--- src/rtl/alu_issue_scheduler_pkg.sv ---
// ---------------------------------------------------------------------------
// alu_issue_scheduler_pkg
// Shared types for the ALU issue path.
//   XLEN, ROB_TAG_LEN : datapath width and reorder-buffer tag width
//   INSN_FUNC         : ALU operation selector
//   INST_RS           : instruction as held in a reservation station
//   ALU_RESULT_ENTRY  : one buffered ALU result waiting for the CDB
//   ptr_width()       : pointer width helper that never returns 0
// ---------------------------------------------------------------------------
package alu_issue_scheduler_pkg;

  localparam int XLEN        = 32;
  localparam int ROB_TAG_LEN = 4;

  typedef enum logic [2:0] {
    FUNC_ADD = 3'd0,
    FUNC_SUB = 3'd1,
    FUNC_AND = 3'd2,
    FUNC_OR  = 3'd3,
    FUNC_XOR = 3'd4
  } INSN_FUNC;

  typedef struct packed {
    INSN_FUNC               func;
    logic [XLEN-1:0]        src1;
    logic [XLEN-1:0]        src2;
    logic [ROB_TAG_LEN-1:0] tag_dest;
    logic [ROB_TAG_LEN-1:0] insn_tag;
  } INST_RS;

  typedef struct packed {
    logic [XLEN-1:0]        value;
    logic [ROB_TAG_LEN-1:0] tag_dest;
    logic [ROB_TAG_LEN-1:0] insn_tag;
  } ALU_RESULT_ENTRY;

  // A one-entry structure still needs a 1-bit pointer.
  function automatic int ptr_width(input int n);
    return (n > 1) ? $clog2(n) : 1;
  endfunction

endpackage

--- src/rtl/alu_issue_scheduler_if.sv ---
// ---------------------------------------------------------------------------
// alu_issue_scheduler_if
// Bundles the requester, ALU and CDB signals of the issue scheduler.
//   slave  : the scheduler side (takes requests / ALU results / cdb_ack,
//            drives grants, ALU instruction and the CDB offer)
//   master : the surrounding pipeline (reservation stations, ALU, CDB)
// ---------------------------------------------------------------------------
interface alu_issue_scheduler_if #(
  parameter int NUM_REQ = 4
);
  import alu_issue_scheduler_pkg::*;

  // requesters
  logic [NUM_REQ-1:0]     req_valid;
  INST_RS                 req_insn [NUM_REQ];
  logic [NUM_REQ-1:0]     req_grant;
  logic                   squash;
  // ALU
  INST_RS                 alu_insn;
  logic                   alu_en;
  logic [XLEN-1:0]        alu_result;
  logic [ROB_TAG_LEN-1:0] alu_insn_tag;
  logic [ROB_TAG_LEN-1:0] alu_result_tag;
  logic                   alu_done;
  // CDB
  logic                   cdb_valid;
  logic [XLEN-1:0]        cdb_value;
  logic [ROB_TAG_LEN-1:0] cdb_tag;
  logic [ROB_TAG_LEN-1:0] cdb_insn_tag;
  logic                   cdb_ack;

  modport slave (
    input  req_valid, req_insn, squash,
    input  alu_result, alu_insn_tag, alu_result_tag, alu_done,
    input  cdb_ack,
    output req_grant, alu_insn, alu_en,
    output cdb_valid, cdb_value, cdb_tag, cdb_insn_tag
  );

  modport master (
    output req_valid, req_insn, squash,
    output alu_result, alu_insn_tag, alu_result_tag, alu_done,
    output cdb_ack,
    input  req_grant, alu_insn, alu_en,
    input  cdb_valid, cdb_value, cdb_tag, cdb_insn_tag
  );

endinterface

--- src/rtl/alu_issue_scheduler_result_fifo.sv ---
// ---------------------------------------------------------------------------
// result_fifo
// Small circular buffer of ALU results waiting for the CDB.
//   clock, reset_n : clock (rising edge) and async active-low reset
//   i_push, i_data : write one entry at the tail
//   i_pop          : retire the head entry (ignored when empty)
//   i_flush        : drop every entry and rewind both pointers
//   o_head         : head entry, all-zero while empty
//   o_full/o_empty : occupancy flags
// A push while full is accepted only if the head retires in the same cycle;
// otherwise the data is dropped and the assertion below reports it.
// ---------------------------------------------------------------------------
module result_fifo
  import alu_issue_scheduler_pkg::*;
#(
  parameter int DEPTH = 2
) (
  input  logic            clock,
  input  logic            reset_n,
  input  logic            i_push,
  input  ALU_RESULT_ENTRY i_data,
  input  logic            i_pop,
  input  logic            i_flush,
  output ALU_RESULT_ENTRY o_head,
  output logic            o_full,
  output logic            o_empty
);

  localparam int PTR_W = ptr_width(DEPTH);
  localparam int CNT_W = $clog2(DEPTH + 1);

  ALU_RESULT_ENTRY  r_mem [DEPTH];
  logic [PTR_W-1:0] r_rd_ptr;
  logic [PTR_W-1:0] r_wr_ptr;
  logic [CNT_W-1:0] r_count;
  logic [CNT_W-1:0] w_count_next;
  logic             w_do_push;
  logic             w_do_pop;

  function automatic logic [PTR_W-1:0] next_ptr(input logic [PTR_W-1:0] p);
    return (p == PTR_W'(DEPTH - 1)) ? '0 : p + PTR_W'(1);
  endfunction

  assign o_full  = (r_count == CNT_W'(DEPTH));
  assign o_empty = (r_count == '0);

  assign w_do_pop  = i_pop && !o_empty && !i_flush;
  // When full, the slot being written is the one the head vacates this edge.
  assign w_do_push = i_push && !i_flush && (!o_full || w_do_pop);

  always_comb begin
    w_count_next = r_count;
    if (w_do_push && !w_do_pop) begin
      w_count_next = r_count + CNT_W'(1);
    end else if (!w_do_push && w_do_pop) begin
      w_count_next = r_count - CNT_W'(1);
    end
  end

  always_ff @(posedge clock or negedge reset_n) begin
    if (!reset_n) begin
      r_rd_ptr <= '0;
      r_wr_ptr <= '0;
      r_count  <= '0;
    end else if (i_flush) begin
      r_rd_ptr <= '0;
      r_wr_ptr <= '0;
      r_count  <= '0;
    end else begin
      if (w_do_push) r_wr_ptr <= next_ptr(r_wr_ptr);
      if (w_do_pop)  r_rd_ptr <= next_ptr(r_rd_ptr);
      r_count <= w_count_next;
    end
  end

  // Storage carries no reset: the count alone decides what is valid.
  always_ff @(posedge clock) begin
    if (w_do_push) begin
      r_mem[r_wr_ptr] <= i_data;
    end
  end

  assign o_head = o_empty ? '0 : r_mem[r_rd_ptr];

  a_no_overflow : assert property (
    @(posedge clock) disable iff (!reset_n)
      !(i_push && !i_flush && o_full && !i_pop)
  ) else $error("result_fifo: push while full without pop, data dropped");

endmodule

--- src/rtl/alu_issue_scheduler.sv ---
// ---------------------------------------------------------------------------
// alu_issue_scheduler
// Picks one ready reservation-station entry per cycle (round-robin), sends it
// to a single ALU, and buffers ALU results until the CDB accepts them.
//   clock   : system clock, rising edge
//   reset_n : asynchronous active-low reset
//   bus     : alu_issue_scheduler_if.slave (requests, grants, ALU, CDB)
// Issue is allowed only when the result buffer has room for the result the
// ALU returns, counting the slot freed by a same-cycle CDB accept.
// ---------------------------------------------------------------------------
module alu_issue_scheduler
  import alu_issue_scheduler_pkg::*;
#(
  parameter int NUM_REQ    = 4,
  parameter int FIFO_DEPTH = 2
) (
  input logic                  clock,
  input logic                  reset_n,
  alu_issue_scheduler_if.slave bus
);

  localparam int RR_W   = ptr_width(NUM_REQ);
  localparam int INSN_W = $bits(INST_RS);

  logic [RR_W-1:0]    r_rr_ptr;
  logic [RR_W-1:0]    w_grant_idx;
  logic               w_found;
  logic [NUM_REQ-1:0] w_grant;
  logic               w_issue;
  logic               w_issue_ok;
  logic               w_can_issue;
  logic               w_pop;
  logic               w_push;
  logic               w_full;
  logic               w_empty;
  ALU_RESULT_ENTRY    w_head;
  ALU_RESULT_ENTRY    w_push_data;
  logic [INSN_W-1:0]  w_insn_masked [NUM_REQ];
  logic [INSN_W-1:0]  w_alu_insn_vec;

  // (base + off) mod NUM_REQ, off < NUM_REQ
  function automatic logic [RR_W-1:0] wrap_add(input logic [RR_W-1:0] base,
                                               input int off);
    int s;
    s = int'(base) + off;
    if (s >= NUM_REQ) s = s - NUM_REQ;
    return s[RR_W-1:0];
  endfunction

  // ---------------- arbitration ----------------
  assign w_pop       = !w_empty && bus.cdb_ack;
  assign w_can_issue = !w_full || w_pop;
  // Nothing is issued while reset is held, so every output reads zero.
  assign w_issue_ok  = reset_n && w_can_issue && !bus.squash;

  always_comb begin
    w_found     = 1'b0;
    w_grant_idx = '0;
    for (int k = 0; k < NUM_REQ; k++) begin
      if (!w_found && bus.req_valid[wrap_add(r_rr_ptr, k)]) begin
        w_found     = 1'b1;
        w_grant_idx = wrap_add(r_rr_ptr, k);
      end
    end
  end

  always_comb begin
    w_grant = '0;
    if (w_found && w_issue_ok) begin
      w_grant[w_grant_idx] = 1'b1;
    end
  end

  assign w_issue = |w_grant;

  always_ff @(posedge clock or negedge reset_n) begin
    if (!reset_n) begin
      r_rr_ptr <= '0;
    end else if (w_issue) begin
      r_rr_ptr <= wrap_add(w_grant_idx, 1);
    end
  end

  // ---------------- ALU instruction select ----------------
  // Grant is one-hot, so OR-ing the masked instructions acts as the mux and
  // yields all-zero when nothing is granted.
  genvar gi;
  generate
    for (gi = 0; gi < NUM_REQ; gi++) begin : g_insn_mask
      assign w_insn_masked[gi] = w_grant[gi] ? bus.req_insn[gi] : '0;
    end
  endgenerate

  always_comb begin
    w_alu_insn_vec = '0;
    for (int k = 0; k < NUM_REQ; k++) begin
      w_alu_insn_vec = w_alu_insn_vec | w_insn_masked[k];
    end
  end

  assign bus.req_grant = w_grant;
  assign bus.alu_insn  = INST_RS'(w_alu_insn_vec);
  assign bus.alu_en    = w_issue;

  // ---------------- result buffer ----------------
  assign w_push      = bus.alu_done && !bus.squash;
  assign w_push_data = '{value:    bus.alu_result,
                         tag_dest: bus.alu_result_tag,
                         insn_tag: bus.alu_insn_tag};

  result_fifo #(
    .DEPTH (FIFO_DEPTH)
  ) u_fifo (
    .clock   (clock),
    .reset_n (reset_n),
    .i_push  (w_push),
    .i_data  (w_push_data),
    .i_pop   (w_pop),
    .i_flush (bus.squash),
    .o_head  (w_head),
    .o_full  (w_full),
    .o_empty (w_empty)
  );

  assign bus.cdb_valid    = !w_empty;
  assign bus.cdb_value    = w_head.value;
  assign bus.cdb_tag      = w_head.tag_dest;
  assign bus.cdb_insn_tag = w_head.insn_tag;

endmodule

--- src/flat_wrapper.sv ---
// flat-port wrapper written by rule: the top's interface ports become plain ports
module alu_issue_scheduler_flat import alu_issue_scheduler_pkg::*;
#(
  parameter int NUM_REQ    = 4,
  parameter int FIFO_DEPTH = 2
)
  (clock, reset_n, bus_req_valid, bus_req_insn, bus_squash, bus_alu_result, bus_alu_insn_tag, bus_alu_result_tag, bus_alu_done, bus_cdb_ack, bus_req_grant, bus_alu_insn, bus_alu_en, bus_cdb_valid, bus_cdb_value, bus_cdb_tag, bus_cdb_insn_tag);
  alu_issue_scheduler_if #(.NUM_REQ(NUM_REQ)) bus_i ();
  input logic clock;
  input logic reset_n;
  input wire logic [$bits(bus_i.req_valid)-1:0] bus_req_valid;
  input wire logic [$bits(bus_i.req_insn)-1:0] bus_req_insn;
  input wire logic [$bits(bus_i.squash)-1:0] bus_squash;
  input wire logic [$bits(bus_i.alu_result)-1:0] bus_alu_result;
  input wire logic [$bits(bus_i.alu_insn_tag)-1:0] bus_alu_insn_tag;
  input wire logic [$bits(bus_i.alu_result_tag)-1:0] bus_alu_result_tag;
  input wire logic [$bits(bus_i.alu_done)-1:0] bus_alu_done;
  input wire logic [$bits(bus_i.cdb_ack)-1:0] bus_cdb_ack;
  output wire logic [$bits(bus_i.req_grant)-1:0] bus_req_grant;
  output wire logic [$bits(bus_i.alu_insn)-1:0] bus_alu_insn;
  output wire logic [$bits(bus_i.alu_en)-1:0] bus_alu_en;
  output wire logic [$bits(bus_i.cdb_valid)-1:0] bus_cdb_valid;
  output wire logic [$bits(bus_i.cdb_value)-1:0] bus_cdb_value;
  output wire logic [$bits(bus_i.cdb_tag)-1:0] bus_cdb_tag;
  output wire logic [$bits(bus_i.cdb_insn_tag)-1:0] bus_cdb_insn_tag;
  assign bus_i.req_valid = bus_req_valid;
  assign bus_i.req_insn = {>>{bus_req_insn}};
  assign bus_i.squash = bus_squash;
  assign bus_i.alu_result = bus_alu_result;
  assign bus_i.alu_insn_tag = bus_alu_insn_tag;
  assign bus_i.alu_result_tag = bus_alu_result_tag;
  assign bus_i.alu_done = bus_alu_done;
  assign bus_i.cdb_ack = bus_cdb_ack;
  assign bus_req_grant = bus_i.req_grant;
  assign bus_alu_insn = bus_i.alu_insn;
  assign bus_alu_en = bus_i.alu_en;
  assign bus_cdb_valid = bus_i.cdb_valid;
  assign bus_cdb_value = bus_i.cdb_value;
  assign bus_cdb_tag = bus_i.cdb_tag;
  assign bus_cdb_insn_tag = bus_i.cdb_insn_tag;
  alu_issue_scheduler #(.NUM_REQ(NUM_REQ), .FIFO_DEPTH(FIFO_DEPTH)) u_core (.clock(clock), .reset_n(reset_n), .bus(bus_i));
endmodule
--- config.mk ---
export PLATFORM = sky130hd
export DESIGN_NAME = alu_issue_scheduler_flat
export DESIGN_NICKNAME = d
export VERILOG_FILES = /design/src/rtl/alu_issue_scheduler_pkg.sv /design/src/rtl/alu_issue_scheduler_if.sv /design/src/rtl/alu_issue_scheduler_result_fifo.sv /design/src/rtl/alu_issue_scheduler.sv /design/src/flat_wrapper.sv
export SDC_FILE = /design/constraint.sdc
export NUM_CORES = 1
export LEC_CHECK = 0
export ABC_AREA = 1
export BUFFER_PORTS_ARGS = -buffer_cell sky130_fd_sc_hd__buf_2
export CORE_AREA = 3 3 181 183
export DETAILED_ROUTE_END_ITERATION = 8
export DIE_AREA = 0 0 184 186
export GPL_ROUTABILITY_DRIVEN = 0
export HOLD_SLACK_MARGIN = 0.15
export SLEW_MARGIN = 20
export SYNTH_ARGS = -nofsm -noshare
export SYNTH_HDL_FRONTEND = slang
export SYNTH_SLANG_ARGS = --single-unit
--- constraint.sdc ---
create_clock -name clock -period 6.6 [get_ports clock]
set_clock_uncertainty 0.2 [all_clocks]
set_input_delay 0.33 -clock clock [delete_from_list [all_inputs] [get_ports clock]]
set_output_delay 0.33 -clock clock [all_outputs]
set_load 0.03 [all_outputs]
==> results of run 1 <==
[registers in the layout (all words and copies together), names as in the netlist]
signal                  count
u_core.r_rr_ptr             2
u_core.u_fifo.r_mem        80
u_core.u_fifo.r_wr_ptr      1
u_core.u_fifo.r_rd_ptr      1
u_core.u_fifo.r_count       2
[area by class of cell]
cell class              instances  share of cell area
diodes                         11             0.00285
clock buffers                   9              0.0233
clock inverters                 7             0.00750
inverters                      21             0.00970
multi-input cells             578               0.346
flip-flops and latches         86               0.264
well taps                     402              0.0520
repair buffers                520               0.295
[report_power, final]
group          internal, mW  total, mW  switching, mW
Clock                 0.268      0.498          0.230
Sequential            0.639      0.664         0.0255
Combinational         0.758       3.21           2.45
[synth_stat cells, drive strengths merged]
cell and number:
nand4 377, nand2 121, edfxtp 80, clkbuf 77, a21oi 42, buf 39, inv 20, nand3 13
nor2 11, dfrtp 6, ha 4, o211ai 3, o21ai 3, and2 1, clkinv 1, o21a 1
o22ai 1, xor2 1
[critical path, cell delays in order (launching register included)]
cell and delay [ns]:
dfrtp_1 0.53, inv_4 0.09, nand2_1 0.07, nand2_1 0.08
nand2_1 0.08, nand2_1 0.09, nor2_4 0.15, nand3_4 0.49
nand3_1 0.54, ha_4 0.68, buf_4 0.41, nand4_1 0.16
nand4_1 0.19, buf_2 0.22
[repair_timing]
item                      CTS  global route
hold buffers               42             0
buffers inserted            0             0
hold endpoints to repair   89             0
[routing by layer]
metal | up-vias | track usage | routed length [microns]
li1 | 4028 | - | -
met1 | 4009 | 0.213 | 12800
met2 | 427 | 0.280 | 16400
met3 | 55 | 0.0684 | 3740
met4 | 24 | 0.0650 | 645
met5 | - | 0 | 168
[kinds of logic after synthesis]
logic type | Yosys count | share of synthesized area
XOR/XNOR | 1 | 0.00134
flip-flops | 86 | 0.391
AND/OR/NAND/NOR | 523 | 0.452
adder cells (fa/ha/maj) | 4 | 0.00766
AO/OA/AOI/OAI | 50 | 0.0400
buffers and inverters | 137 | 0.108
[path summary, 6_finish.rpt]
path	from	to	slack, ns	cells past startpoint
max in group asynchronous	reset_n	u_core.u_fifo.r_count[0]	5.86	2
worst min register to register	u_core.u_fifo.r_wr_ptr	u_core.u_fifo.r_wr_ptr	0.40	1
worst max register to register	u_core.r_rr_ptr[0]	u_core.r_rr_ptr[0]	2.82	13
min in group clock	bus_cdb_ack	u_core.u_fifo.r_rd_ptr	0.20	5
worst min-delay path	reset_n	u_core.r_rr_ptr[0]	0.18	2
worst max-delay path	u_core.r_rr_ptr[0]	bus_alu_insn[37]	1.85	13
[stage by stage]
stage          power, mW  area [sq um]   util  setup WS, ns
6_report            4.37          9670  0.308          1.85
5_1_grt             4.62          9670  0.308          1.58
2_1_floorplan       2.98          6530      -          3.34
3_3_place_gp        3.82          8900  0.283          2.30
3_5_place_dp        3.87          8900  0.283          2.24
4_1_cts             4.38          9620  0.306          1.85
==> impl_summary.log, run 1 <==
INFO  metric setup_viol = 0
INFO  metric antenna_found_initial = 26
INFO  metric status = complete, no violations
INFO  metric vdd_ir_drop_max = 431 uV
INFO  metric static_leakage = 4.25 nW
INFO  metric synth.lib_cells_used.distinct = 26
INFO  metric filler_cell_count_in_the_final_layout = 3,389
INFO  metric ctsLongestPathBuffers = 2
INFO  metric postSynthNetCount = 1,154
INFO  metric floorplan.die.width = 184 microns
INFO  metric syn-instance-count = 801
INFO  metric dp_hpwl = 25,200 microns
INFO  metric drt_iter0_markers = 642
INFO  metric grt.total_usage = 0.175
INFO  metric die_height = 186 microns
INFO  metric ys_seq_area_frac = 0.391
INFO  metric final-seq-area = 2550 sq um
INFO  metric layoutNonFillerInstCount = 1,634
INFO  metric cp.arrival = 4.22 ns
INFO  metric hold_fails_final_rpt = 0
INFO  metric min-delay-path-class = in -> async
INFO  metric final_net_count = 1,569
INFO  metric max_freq = 0.210 GHz
INFO  metric wire_length_of_the_first_global_routing_pass = 45,700 microns
INFO  metric ys_seq_elements = 86
INFO  metric power_density = 452 nW/um^2
INFO  metric pin_count_of_the_biggest_net_entering_global_routing = 231
INFO  metric synth_top_area_share = 0.368
INFO  metric avgViaCountPerCell = 5.23
INFO  metric final_common_cell = buf_2
INFO  metric layout_worst_path_cycle_share = 0.720
INFO  metric post_synth_main_area_contributors = edfxtp_1 (37%), nand4_1 (36%), nand2_1 (6.8%), clkbuf_1 (4.4%), buf_6 (4.0%)
INFO  metric crit_path_max_fanout = 60
INFO  metric num_vias = 8,543
INFO  metric syn_area_per_cell = 8.16 sq um
INFO  metric cts_num_sinks = 86
INFO  metric io_pins = 470
INFO  metric setup-tns-final = 0 ns
INFO  metric maxSlewHeadroom = 0.247
INFO  metric drt_pre_antenna_iters = 7
INFO  metric mappedNetlistArea = 6530 sq um
INFO  metric placedCellCount = 1,564
INFO  metric fin_hold_ws = 0.183 ns
INFO  metric synth_top_area_cell = edfxtp_1
INFO  metric grt_overflow = 0
INFO  metric htreeDepth = 3
INFO  metric cp.required = 6.07 ns
INFO  metric clock_buffer_count_from_cts = 9
INFO  metric max_capacitance_violation_total = 0
INFO  metric buffer_ports.inserted = 469
INFO  metric area_growth_syn_to_layout = 48.1%
INFO  metric multiInputGateArea = 3350 sq um
INFO  metric measured_slew_at_the_worst_slew_check_pin = 1.13 ns
INFO  metric core_region_area = 31,400 sq um
INFO  metric timing_max_transition_violations_final = 0
INFO  metric fp.dieArea = 34,200 sq um
INFO  metric clock_latency = 0.34 ns
INFO  metric totalWireLength = 33,700 microns
INFO  metric routedWlPerCell = 20.6 microns
INFO  metric rsz0062_at_grt = false
INFO  metric period_minus_slack = 4.75 ns
INFO  metric effective_utilization_at_floorplan = 0.208
INFO  metric clkSlewWorstSetupHoldPaths = 0.07 ns
INFO  metric cts-root-buf = clkbuf_16
INFO  metric final_antenna_net_count = 0
INFO  metric timing.critical_path.to_type = primary output
INFO  metric worstSetupPathType = reg -> out
INFO  metric layout-drive-gt1-share = 0.418
INFO  metric yosys_warnings = 0
INFO  metric start_kind = flip-flop
INFO  metric post-route-drc-count = 0
INFO  metric clock_tree_from_tritoncts = done
INFO  metric ctsResizeCount = 0
INFO  metric most-common-layout-cells = buf_2 (469), nand4_1 (377), nand2_1 (118)
INFO  metric first_global_vias = 7,490
INFO  metric fp-row-count = 65
No activity file was read; power rests on OpenSTA's default activity.
==> inputs of run 2 (changes only) <==
clock period = 3.9 ns   (was 6.6 ns; I/O delays follow)
==> run 2 against run 1 <==
  * Non-clock buffer count is 14 higher
  * Via count is 0.85% higher
  * Highest routed layer unchanged
  * Worst setup slack worse by 1.6 ns
  * First-iteration DRC count is 15% higher
  * Largest cell class unchanged
  * Die area stayed put
  * Total power is 76% higher
==> impl_summary.log, run 2 (synthesis results as in run 1) <==
INFO  metric status = complete, no violations
INFO  metric area_growth_syn_to_layout = 51.0%
INFO  metric layout_worst_path_cycle_share = 0.929
INFO  metric timing.critical_path.cells = inv_4 -> nand2_1 -> nand3_1 -> nand2_2 -> nor2_4 -> nand2_1 -> nand3_1 -> nand3_1 -> inv_1 -> ha_4 -> buf_12 -> nand4_1 -> nand4_1 -> buf_2
INFO  metric netSwitchingFraction = 0.605 (-0.0138)
INFO  metric drt_pre_antenna_iters = 6 (-1)
INFO  metric setup-tns-final = 0 ns (unchanged)
INFO  metric grt_overflow = 0 (unchanged)
INFO  metric antenna_found_initial = 31 (+19%)
INFO  metric first_global_vias = 7,519 (+0.39%)
INFO  metric grt.total_usage = 0.180 (+0.00515)
INFO  metric final-seq-area = 2550 sq um (about the same)
INFO  metric period_minus_slack = 3.62 ns
INFO  metric htreeDepth = 3 (unchanged)
INFO  metric final_net_count = 1,583 (+0.89%)
INFO  metric floorplan.die.width = 184 microns (unchanged)
INFO  metric cts.repair_timing.setup_buffer_count = 0 (unchanged)
INFO  metric start_kind = flip-flop
INFO  metric clock_tree_from_tritoncts = done
INFO  metric final_antenna_net_count = 0 (unchanged)
INFO  metric clkSlewWorstSetupHoldPaths = 0.07 ns (about the same)
INFO  metric filler_cell_count_in_the_final_layout = 3,360 (-0.86%)
INFO  metric maxSlewHeadroom = 0.398 (+0.151)
INFO  metric finish.utilization = 0.314 (+0.00618)
INFO  metric vdd_ir_drop_max = 727 uV (+68%)
INFO  metric cp.required = 3.50 ns (-2.57 ns)
INFO  metric max_capacitance_violation_total = 0 (unchanged)
INFO  metric die_height = 186 microns (unchanged)
INFO  metric timing.critical_path.to_type = primary output
INFO  metric largest_delay_contributor_family_on_the_critical_path = simple AND/OR/NAND/NOR gates
INFO  metric internal-power = 3.03 mW (+82%)
INFO  metric most_flop_heavy_register = u_core.u_fifo.r_mem
INFO  metric core_region_area = 31,400 sq um (unchanged)
INFO  metric count_of_buffering_cells_on_the_critical_path_with_inverters_included = 4 (+1)
INFO  metric crit_path_max_fanout = 42 (-30%)
INFO  metric max_freq = 0.276 GHz
INFO  metric totalWireLength = 34,400 microns (+1.9%)
INFO  metric effective_utilization_at_floorplan = 0.208 (unchanged)
INFO  metric flip_flop_count_of_the_largest_register_after_layout = 80 (unchanged)
INFO  metric measured_slew_at_the_worst_slew_check_pin = 0.900 ns (-0.229 ns)
INFO  metric num_vias = 8,616 (+0.85%)
INFO  metric post-route-drc-count = 0 (unchanged)
INFO  metric wire_length_of_the_first_global_routing_pass = 47,100 microns (+3.0%)
INFO  metric fp-row-count = 65 (unchanged)
INFO  metric drt_iter0_markers = 736 (+15%)
INFO  metric comb_power_share = 0.746 (+0.012)
INFO  metric static_leakage = 4.34 nW (+2.2%)
INFO  metric clock_buffer_count_from_cts = 9 (unchanged)
INFO  metric clock_latency = 0.34 ns (about the same)
INFO  metric power_density = 779 nW/um^2 (+72%)
INFO  metric ctsLongestPathBuffers = 2 (unchanged)
INFO  metric worst_path_most_repeated_cell = nand3_1
INFO  metric cp.arrival = 3.23 ns (-0.99 ns)
INFO  metric pin_count_of_the_biggest_net_entering_global_routing = 158 (-32%)
INFO  metric routedWlPerCell = 20.9 microns (+1.1%)
INFO  metric max_stage_delay = 0.48 ns (-0.20 ns)
INFO  metric dp_hpwl = 25,600 microns (+1.6%)
INFO  metric setup_viol = 0 (unchanged)
INFO  metric largestRegisters = u_core.u_fifo.r_mem: 80 flops, u_core.r_rr_ptr: 2 flops, u_core.u_fifo.r_count: 2 flops
INFO  metric avgViaCountPerCell = 5.23 (about the same)
INFO  metric final_common_cell = buf_2
INFO  metric hold_fails_final_rpt = 0 (unchanged)
INFO  metric cts-root-buf = clkbuf_16
INFO  metric timing_max_transition_violations_final = 0 (unchanged)
INFO  metric multiInputGateArea = 3350 sq um (unchanged)
INFO  metric layout-drive-gt1-share = 0.422 (+0.00417)
INFO  metric buffer_ports.inserted = 469 (unchanged)
INFO  metric cp_slowest_cell = dfrtp_2
INFO  metric netSwitchingPower = 4.65 mW (+72%)
INFO  metric power_frac_seq = 0.146 (-0.006)
INFO  metric min-delay-path-class = in -> reg
INFO  metric rsz0062_at_grt = false
INFO  metric worstSetupPathType = reg -> out
INFO  metric most-common-layout-cells = buf_2 (469), nand4_1 (377), nand2_1 (118)
INFO  metric clockPowerShare = 0.107 (-0.007)
INFO  metric fp.dieArea = 34,200 sq um (unchanged)
INFO  metric io_pins = 470 (unchanged)
INFO  metric cts_num_sinks = 86 (unchanged)
[run 2: worst paths after layout]
path                                         from                       end  slack [ns]  depth (start not counted)
max                            u_core.r_rr_ptr[0]          bus_alu_insn[16]        0.28                         14
min                                   bus_cdb_ack  u_core.u_fifo.r_count[0]        0.19                          6
max reg2reg                    u_core.r_rr_ptr[0]        u_core.r_rr_ptr[0]        0.81                         16
min reg2reg                u_core.u_fifo.r_wr_ptr    u_core.u_fifo.r_wr_ptr        0.37                          1
max in group asynchronous                 reset_n        u_core.r_rr_ptr[0]        2.63                          3
min in group asynchronous                 reset_n  u_core.u_fifo.r_count[1]        0.63                          3
[run 2: final cells by class]
cell class | instances | area share
Multi-Input combinational cell | 578 | 0.339
Sequential cell | 86 | 0.259
Tap cell | 402 | 0.0510
Timing Repair Buffer | 534 | 0.311
Clock inverter | 7 | 0.00583
Inverter | 21 | 0.00900
Antenna cell | 11 | 0.00279
Clock buffer | 9 | 0.0228
[run 2: power groups by stage]
stage | combinational (mW) | sequential (mW) | clock [mW]
after global placement | 5.65 | 1.14 | 0
after global routing | 6.10 | 1.13 | 0.879
after detailed placement | 5.68 | 1.14 | 0
after floorplan | 3.92 | 1.12 | 0
final | 5.73 | 1.13 | 0.826
after CTS | 5.73 | 1.12 | 0.842
[run 2: timing repair]
item	4_1_cts	5_1_grt
endpoints found under the setup margin	0	29
hold endpoints to repair	90	0
hold buffers	45	0
gates resized for setup	0	2
[run 2: through the flow]
step	hold slack, ns	cells	instance area, sq um	power, mW	worst slack, ns
after global routing	0.247	1645	9860	8.11	0.00180
after CTS	0.167	1637	9830	7.70	0.134
after detailed placement	-0.164	1576	9100	6.82	0.513
after global placement	-0.166	1576	9100	6.79	0.638
after floorplan	-0.301	801	6530	5.04	0.777
final	0.185	1648	9870	7.69	0.277
[run 2: layer usage]
layer  GRT usage  part of all wire
met3      0.0829              0.12
met5           0            0.0042
met1       0.203              0.36
met2       0.300              0.49
met4      0.0650             0.021
[run 2: tightest hold or removal path, delay by kind of cell]
kind	cells	cell delay [ns]
buffers and inverters	2	0.13
AND/OR/NAND/NOR	2	0.19
AO/OA/AOI/OAI	2	0.17
